--- config.mk ---
export PLATFORM = sky130hd
export DESIGN_NAME = seq_count_3b_bin_var_up
export DESIGN_NICKNAME = d
export VERILOG_FILES = /design/src/rtl/seq_count_3b_bin_var_up.sv
export SDC_FILE = /design/constraint.sdc
export NUM_CORES = 1
export LEC_CHECK = 0
export CAP_MARGIN = 20
export CORE_AREA = 2 2 39 41
export DETAILED_ROUTE_END_ITERATION = 12
export DIE_AREA = 0 0 41 43
export GPL_ROUTABILITY_DRIVEN = 0
export SYNTH_ARGS = -nofsm -noshare
export SYNTH_HDL_FRONTEND = slang
export SYNTH_SLANG_ARGS = --single-unit
export TNS_END_PERCENT = 1
--- constraint.sdc ---
create_clock -name clk -period 1.3 [get_ports clk]
set_input_delay 0.26 -clock clk [delete_from_list [all_inputs] [get_ports clk]]
set_output_delay 0.26 -clock clk [all_outputs]
set_load 0.05 [all_outputs]
--- src/rtl/seq_count_3b_bin_var_up.sv ---
// Programmable 3-bit up-counter: accepts a target over val/rdy, counts 0..T,
// then pulses done for one cycle; a new command can be taken in that cycle.
//
//   state    | meaning
//   ---------+----------------------------------------------------------
//   ST_IDLE  | waiting for a command, count holds last value
//   ST_COUNT | counting up towards target, cmd_rdy low
//   ST_DONE  | one-cycle completion, count == target, ready for next cmd
module seq_count_3b_bin_var_up (
  input  logic       clk,
  input  logic       reset,
  input  logic       clear,
  input  logic       cmd_val,
  output logic       cmd_rdy,
  input  logic [2:0] cmd_msg,
  output logic [2:0] out,
  output logic       busy,
  output logic       done
);

  typedef enum logic [1:0] {
    ST_IDLE  = 2'd0,
    ST_COUNT = 2'd1,
    ST_DONE  = 2'd2
  } state_t;

  state_t     state_q, state_d;
  logic [2:0] count_q, count_d;
  logic [2:0] target_q, target_d;
  logic       xfer;

  always_ff @(posedge clk or posedge reset) begin
    if (reset) begin
      state_q  <= ST_IDLE;
      count_q  <= 3'd0;
      target_q <= 3'd0;
    end else begin
      state_q  <= state_d;
      count_q  <= count_d;
      target_q <= target_d;
    end
  end

  always_comb begin
    state_d  = state_q;
    count_d  = count_q;
    target_d = target_q;
    cmd_rdy  = ((state_q == ST_IDLE) || (state_q == ST_DONE)) && !clear;
    xfer     = cmd_val && cmd_rdy;

    if (clear) begin
      // abort wins over counting and over any pending command
      state_d = ST_IDLE;
      count_d = 3'd0;
    end else begin
      case (state_q)
        ST_IDLE, ST_DONE: begin
          if (xfer) begin
            target_d = cmd_msg;
            count_d  = 3'd0;
            state_d  = (cmd_msg == 3'd0) ? ST_DONE : ST_COUNT;
          end else begin
            state_d = ST_IDLE;
          end
        end
        ST_COUNT: begin
          // stops exactly at target, so the 3-bit increment never wraps
          count_d = count_q + 3'd1;
          if ((count_q + 3'd1) == target_q) begin
            state_d = ST_DONE;
          end
        end
        default: begin
          state_d = ST_IDLE;
          count_d = 3'd0;
        end
      endcase
    end
  end

  assign out  = count_q;
  assign busy = (state_q == ST_COUNT);
  assign done = (state_q == ST_DONE);

endmodule

# After elaboration in Yosys (flattened, before gate mapping)
# Cells that the tools add are included.
[classes]
mux = 8
add_sub_neg = 1
reduce_logical = 8
bitwise_logic = 1
n_eq_ne = 5
[op_table]
columns = ["cell", "n"]
rows = [
  ["2-bit two-way mux", 4],
  ["3-bit two-way mux", 2],
  ["3-bit one-hot mux with 2 select lines", 1],
  ["2-bit one-hot mux with 2 select lines", 1],
  ["3-bit by 1-bit adder with 3-bit output (second input constant)", 1],
  ["3-bit == test", 1],
  ["3-bit zero test", 1],
  ["3-bit by 2-bit inequality test with 1-bit output (second input constant)", 1],
  ["3-bit inequality test (second input constant)", 1],
  ["3-bit AND reduction", 1],
  ["2-bit by 1-bit == test with 1-bit output (second input constant)", 1],
  ["2-bit == test (second input constant)", 1],
  ["1-bit logical AND", 2],
  ["2-bit zero test", 1],
  ["2-bit OR reduction", 1],
  ["1-bit zero test", 1],
  ["1-bit logical OR", 1],
  ["1-bit NOT", 1],
]
[word_totals]
ff_bits = 8
output_inout_bits = 6
inputBits = 7

# Longest topological paths before layout
# Gate-level depths: netlist of the first run.
[depth]
word_depth = 7
ltp_mapped = 4
ltp_nobuf = 4

# Least setup slack after synthesis of the first run
# Ideal clock, no wire load.
[synth_path]
path_type = "register to register"
start = "register state_q[0]"
end = "register target_q[0]"
path_buffers = 0
synth_period_minus_slack_ns = 1.846
setup_time_ns = 0.125
stages_incl_launch_ff = 4
path_slack_ns = -0.546
required_ns = 1.175
t_arrival_ns = 1.721
path_cell_list = "dfrtp_1 > nor2_1 > and2_1 > mux2_2"
[synth_via]
elab_chain_cells = 5
word_cells_on_any_way = 7
classes_between = "1 x eq/ne; 6 x reduce/logical"
[synth_lines]
columns = ["item", "line", "rtl"]
rows = [
  ["start, declared", "27", "state_t state_q, state_d;"],
  ["start signal, assigned", "38", "state_q <= state_d;"],
  ["2-bit == test or 2-bit zero test (tied branches)", "48", "cmd_rdy = ((state_q == ST_IDLE) || (state_q == ST_DONE)) && !clear;"],
  ["1-bit logical OR (*)", "48", ""],
  ["1-bit logical AND (*)", "48", ""],
  ["via cmd_rdy", "14", "output logic cmd_rdy,"],
  ["1-bit logical AND (*)", "49", "xfer = cmd_val && cmd_rdy;"],
  ["3-bit AND reduction (no source line) (*)", "--", ""],
  ["end signal, assigned", "40", "target_q <= target_d;"],
  ["end, declared", "29", "logic [2:0] target_q, target_d;"],
]
# The timed path passes the listed nets; every way through them passes the cells marked *.
# A chain may end at the register's enable or synchronous reset.

# Final worst setup path of the first run
[layout_path]
start = "register state_q[0]"
end = "output port done"
[layout_via]
elab_chain_cells = 1
[layout_lines]
columns = ["item", "line", "rtl"]
rows = [
  ["2-bit == test", "83", "assign done = (state_q == ST_DONE);"],
  ["end, declared", "18", "output logic done"],
]
# No other way between the ends.

==> results of run 1 <==
-- worst paths after layout --
check	startpoint	endpoint	slack [ps]	depth (start not counted)
worst max register to register	out[1]	state_q[0]	70	4
min in group clk	target_q[0]	target_q[0]	530	1
worst min-delay path	reset	out[2]	240	2
worst max-delay path	state_q[0]	done	-50	2
worst min register to register	target_q[0]	target_q[0]	530	1
max in group asynchronous	reset	out[1]	810	2
-- layer usage --
layer	GRT usage	up-vias	part of all wire
met5	0	-	0
met4	0.120	0	0.032
met3	0.0157	3	0.061
met2	0.178	13	0.49
met1	0.144	160	0.41
li1	-	168	-
-- placed cells by master, fill, tap and decap left out, drive strengths merged --
master | netlist | layout
buf | 0 | 11
dfrtp | 8 | 8
clkdlybuf4s50 | 0 | 5
clkbuf | 0 | 4
nand2 | 3 | 3
mux2 | 3 | 3
o21ai | 2 | 2
inv | 2 | 2
a21o | 2 | 2
or3b | 1 | 1
nor3 | 1 | 1
nor2 | 1 | 1
and2 | 1 | 1
nor2b | 1 | 1
and2b | 1 | 1
o21bai | 1 | 1
nor3b | 1 | 1
xnor3 | 1 | 1
xnor2 | 1 | 1
xor2 | 1 | 1
nand3 | 1 | 1
or3 | 1 | 1
o22ai | 1 | 1
a31oi | 1 | 1
ha | 1 | 1
dlygate4sd2 | 0 | 1
-- logic make-up after synthesis --
kind of cell,count (synthesis),share of synthesized area
xor+xnor,3,0.0967
flops,8,0.483
mux,3,0.0816
buf+inv,2,0.0181
simple gates,12,0.181
compound gates,7,0.109
fa+ha+maj,1,0.0302
-- cell type report --
type	count	share of cell area
Tap cell	16	0.0283
Timing Repair Buffer	17	0.312
Inverter	2	0.0106
Multi-Input combinational cell	26	0.324
Clock buffer	4	0.0372
Sequential cell	8	0.288
-- critical path: cells and delay by family, from the launching register on --
kind / cells / cell delay (ps)
flip-flops: 1 / 440
buffers and inverters: 1 / 140
AND/OR/NAND/NOR: 1 / 240
-- per-stage QoR --
stage / std cells / TNS [ps] / hold slack (ps)
finish: 73 / -59.0 / 236
global route: 73 / -141 / 275
CTS: 73 / -139 / 258
detailed placement: 69 / -1630 / 522
global placement: 69 / -1530 / 516
floorplan: 36 / -417 / 75.5
-- timing repair --
item	CTS	global route
gates resized for setup	1	3
buffers inserted	0	0
gates cloned	0	0
pin swaps	0	2
endpoints found under the setup margin	3	5
-- registers in the layout, indices dropped and copies added (netlist names) --
signal    flops
out           3
state_q       2
target_q      3
-- power by group --
| group | total (mW) | internal, mW | switching, mW |
|---|---|---|---|
| Sequential | 0.317 | 0.287 | 0.0306 |
| Clock | 0.216 | 0.118 | 0.0976 |
| Combinational | 0.328 | 0.185 | 0.143 |
==> impl_metrics.py, run 1 <==
metrics = {
    "final_layout": {
        "multi_input_comb_area_um2": 229,
        "final.fill_count": 119,
        "final_util": 0.511,
        "fin_area_um2": 707,
        "nNetsFinal": 66,
        "syn2layout_area_growth_pct": 70.7,
        "diodes": 0,
        "regArea_um2": 204,
        "drive_above_1_share": 0.474,
    },
    "yosys": {
        "syn_inst": 36,
        "synth-warning-count": 0,
        "syn_area_per_cell_um2": 11.5,
        "synth_top_cell_area_share": 0.483,
        "ys_ff_latch": 8,
        "synthTopCellsByCount": "dfrtp_1 (8), mux2_2 (3), nand2_1 (3)",
        "syn_nets": 44,
        "netlist-cell-type-count": 22,
        "synth_edf_count": 0,
        "yosys.area.top_type": "dfrtp_1",
        "synth.area.top_cells": "dfrtp_1 (48%), mux2_2 (8.2%), xnor3_1 (5.4%), a21o_1 (3.6%), ha_1 (3.0%)",
        "async_reset_ff_frac": 1.00,
        "synth.most_common_cell": "dfrtp_1",
        "synth_ff_type": "dfrtp_1",
        "synth-seq-area-share": 0.483,
        "synth.cell_area_um2": 414,
    },
    "setup_path": {
        "crit_arrival_ps": 1090,
        "endpoint_kind": "primary output",
        "required_ps": 1040,
        "critical_path.max_stage_delay_ps": 440,
        "slowest_stage": "dfrtp_2",
        "crit_path_start_kind": "flop",
        "crit_type": "reg -> out",
        "crit_path_max_fanout": 5,
        "path_cells": "and2b_1 -> buf_12",
    },
    "outcome": {
        "violations": "negative setup slack",
        "outcome": "finished with violations",
    },
    "cts": {
        "cts_tree": "built",
        "h-tree-depth": 1,
        "cts_root_buf": "clkbuf_4",
        "hold_buffers": 0,
        "path_clk_slew_ps": 60,
        "clk_latency_ps": 270,
        "cts_buffers": 3,
        "cts_num_sinks": 8,
        "clockBufferDepth": 2,
    },
    "timing": {
        "finalHoldViolCount": 0,
        "relSlewSlack": 0.793,
        "max_freq_ghz": 0.740,
        "drv_slew": 0,
        "period_needed_ps": 1350,
        "fin_crit_sh": 1.04,
        "worst_pin_slew_ps": 310,
        "setup_viol": 2,
        "timing.final.ws_setup_ps": -51.4,
        "rsz0062_at_grt": "true",
        "clock_skew_ps": 9.41,
    },
    "power": {
        "ir_drop_v": 0.000615,
        "p_total_mw": 0.862,
        "leakage_nw": 0.322,
        "power_density_nw_per_um2": 1220,
    },
    "global_route": {
        "grt_max_degree": 9,
        "antenna_found_initial": 0,
        "grt_pass1_vias": 339,
        "grt_util_all_layers": 0.123,
        "grt_pass1_wl_um": 1400,
        "grt_overflow": 0,
    },
    "run": {
        "cap_violations": 0,
    },
    "detailed_routing": {
        "wire_per_inst_um": 11.5,
        "vias_per_cell": 4.71,
        "drc_errors": 0,
        "drt_iter0_drc": 7,
        "wirelength_um": 842,
        "drtPass1Iterations": 4,
        "vias": 344,
        "postRouteAntennaNets": 0,
    },
    "place": {
        "port_buffers": 12,
        "placed_area_um2": 669,
        "pre_cts_slack_ps": -260,
    },
    "floorplanning": {
        "core_um2": 1380,
        "ioPinCount": 13,
        "row_count": 14,
        "die_h_um": 43,
        "die_w_um": 41,
        "initial_core_util": 0.299,
        "die-area_um2": 1760,
    },
    "worst_hold_path": {
        "hp-class": "in -> async",
    },
}
(Power assumes the default switching activity.)
==> run 2: changes to the inputs <==
Settings changed: HOLD_SLACK_MARGIN from default to 0.03.
==> results of run 2 <==
No change in the layout: final DEF, timing and power equal those of run 1.
==> run 3: changes to the inputs <==
Settings changed: SETUP_SLACK_MARGIN from default to 0.1.
Clock period 1.3 ns to 1.5 ns, I/O delays scaled along.
==> run 3 against run 2 <==
Against the previous run:
- the run now ends clean
- non-clock buffer count fell by 2
- combinational power fell by 17%
- register-to-register slack better by 80 ps
- sequential power is 13% lower
- critical endpoint unchanged
- via count down 4.7%
- largest cell class unchanged
- routed wire length down 9.3%
==> impl_metrics.py, run 3 (synthesized netlist as in run 1, its figures left out) <==
metrics = {
    "floorplanning": {
        "die_w_um": 41,
        "die_h_um": 43,
        "die-area_um2": 1760,
        "core_um2": 1380,
        "ioPinCount": 13,
        "row_count": 14,
        "initial_core_util": 0.299,
    },
    "setup_path": {
        "endpoint_kind": "primary output",
        "critical_path.max_stage_delay_ps": 440,
        "rr_startpoint": "out[1]",
        "crit_path_max_fanout": 5,
        "crit_path_start_kind": "flop",
        "reg2regPathDepth": 4,
        "required_ps": 1200,
        "crit_type": "reg -> out",
        "path_cells": "and2b_1 -> buf_12",
        "crit_arrival_ps": 1070,
        "r2r_setup_slack_ps": 150,
        "r2r-end": "state_q[0]",
        "slowest_stage": "dfrtp_2",
    },
    "final_layout": {
        "final.fill_count": 124,
        "drive_above_1_share": 0.418,
        "final_cell_mix": "buf_12 (6), clkdlybuf4s50_1 (5), dfrtp_1 (5)",
        "multi_input_comb_area_um2": 224,
        "final_common_cell": "buf_12",
        "syn2layout_area_growth_pct": 65.0,
        "regArea_um2": 204,
        "diodes": 0,
        "nNetsFinal": 64,
    },
    "place": {
        "hpwl_um": 663,
        "port_buffers": 12,
    },
    "power": {
        "p_total_mw": 0.719,
        "p_clk_frac": 0.237,
        "switching_power_mw": 0.217,
        "switching_share": 0.301,
        "internal-power_mw": 0.503,
        "combPwrFrac": 0.380,
        "power_density_nw_per_um2": 1050,
        "ir_drop_v": 0.000537,
        "seq_power_share": 0.384,
        "leakage_nw": 0.312,
    },
    "global_route": {
        "grt_pass1_wl_um": 1280,
        "antenna_found_initial": 0,
        "grt_pass1_vias": 351,
        "grt_max_degree": 9,
        "grt_overflow": 0,
        "grt_util_all_layers": 0.115,
    },
    "cts": {
        "cts_setup_buffers": 0,
        "clk_latency_ps": 250,
        "cts_root_buf": "clkbuf_4",
        "path_clk_slew_ps": 60,
        "clockBufferDepth": 2,
        "cts_buffers": 3,
        "cts_num_sinks": 8,
        "cts_tree": "built",
        "h-tree-depth": 1,
    },
    "timing": {
        "fin_crit_sh": 0.916,
        "clock_skew_ps": 10.9,
        "max_freq_ghz": 0.728,
        "drv_slew": 0,
        "setup_tns_ps": 0,
        "finalHoldViolCount": 0,
        "holdWs_ps": 286,
        "period_needed_ps": 1370,
        "relSlewSlack": 0.800,
        "setup_viol": 0,
        "rsz0062_at_grt": "true",
        "worst_pin_slew_ps": 299,
    },
    "run": {
        "cap_violations": 0,
    },
    "outcome": {
        "outcome": "finished, final reports clean",
    },
    "detailed_routing": {
        "drtPass1Iterations": 3,
        "drt_iter0_drc": 5,
        "postRouteAntennaNets": 0,
        "wirelength_um": 764,
        "vias_per_cell": 4.62,
        "wire_per_inst_um": 10.8,
        "drc_errors": 0,
        "vias": 328,
    },
    "worst_hold_path": {
        "hp-class": "in -> async",
    },
}
[run 3: cell count changes in the layout (fill, tap and decap cells not counted), sizes merged]
cell / previous run / this run
buf: 11 / 9
[run 3: critical path, delay by kind of cell (launching register included)]
family                 cells  cell delay [ps]
buffers and inverters      1              140
flip-flops                 1              440
AND/OR/NAND/NOR            1              250
[run 3: metal layers]
metal	up-vias	share of wire	global-route usage
met5	-	0	0
met4	0	0.013	0.100
met3	2	0.065	0.0471
met2	12	0.55	0.184
met1	150	0.37	0.100
li1	164	-	-
[run 3: area by class of cell]
type | count | share of cell area
Clock buffer | 4 | 0.0385
Inverter | 2 | 0.0110
Timing Repair Buffer | 15 | 0.295
Tap cell | 16 | 0.0293
Multi-Input combinational cell | 26 | 0.328
Sequential cell | 8 | 0.299
[run 3: repair_timing]
action / 4_1_cts / 5_1_grt
setup endpoints to repair: 1 / 4
endpoints found under the hold margin: 0 / 0
hold buffers: 0 / 0
gates resized for setup: 1 / 2
[run 3: how the worst max path moves through the flow]
| stage | from | to | slack [ps] | cells past startpoint |
|---|---|---|---|---|
| after floorplan | out[0] | state_q[0] | 90 | 4 |
| after global placement | clear | target_q[0] | -80 | 4 |
| after detailed placement | clear | target_q[0] | -110 | 4 |
| after CTS | state_q[0] | done | 110 | 2 |
| after global routing | state_q[0] | done | 80 | 2 |
| final | state_q[0] | done | 130 | 2 |
[run 3: stage by stage]
| stage | utilization | cell area [µm²] | cells | setup slack [ps] |
|---|---|---|---|---|
| 6_report | 0.494 | 683 | 71 | 126 |
| 5_1_grt | 0.494 | 683 | 71 | 79.0 |
| 4_1_cts | 0.487 | 674 | 71 | 106 |
| 3_5_place_dp | 0.469 | 649 | 67 | -106 |
| 3_3_place_gp | 0.469 | 649 | 67 | -82.1 |
| 2_1_floorplan | - | 427 | 36 | 85.5 |
[run 3: power by group through the flow]
stage	logic, mW	registers [mW]	clock network, mW
floorplan	0.139	0.290	0
global placement	0.267	0.276	0
detailed placement	0.269	0.276	0
CTS	0.268	0.272	0.180
global route	0.293	0.279	0.201
finish	0.273	0.276	0.170
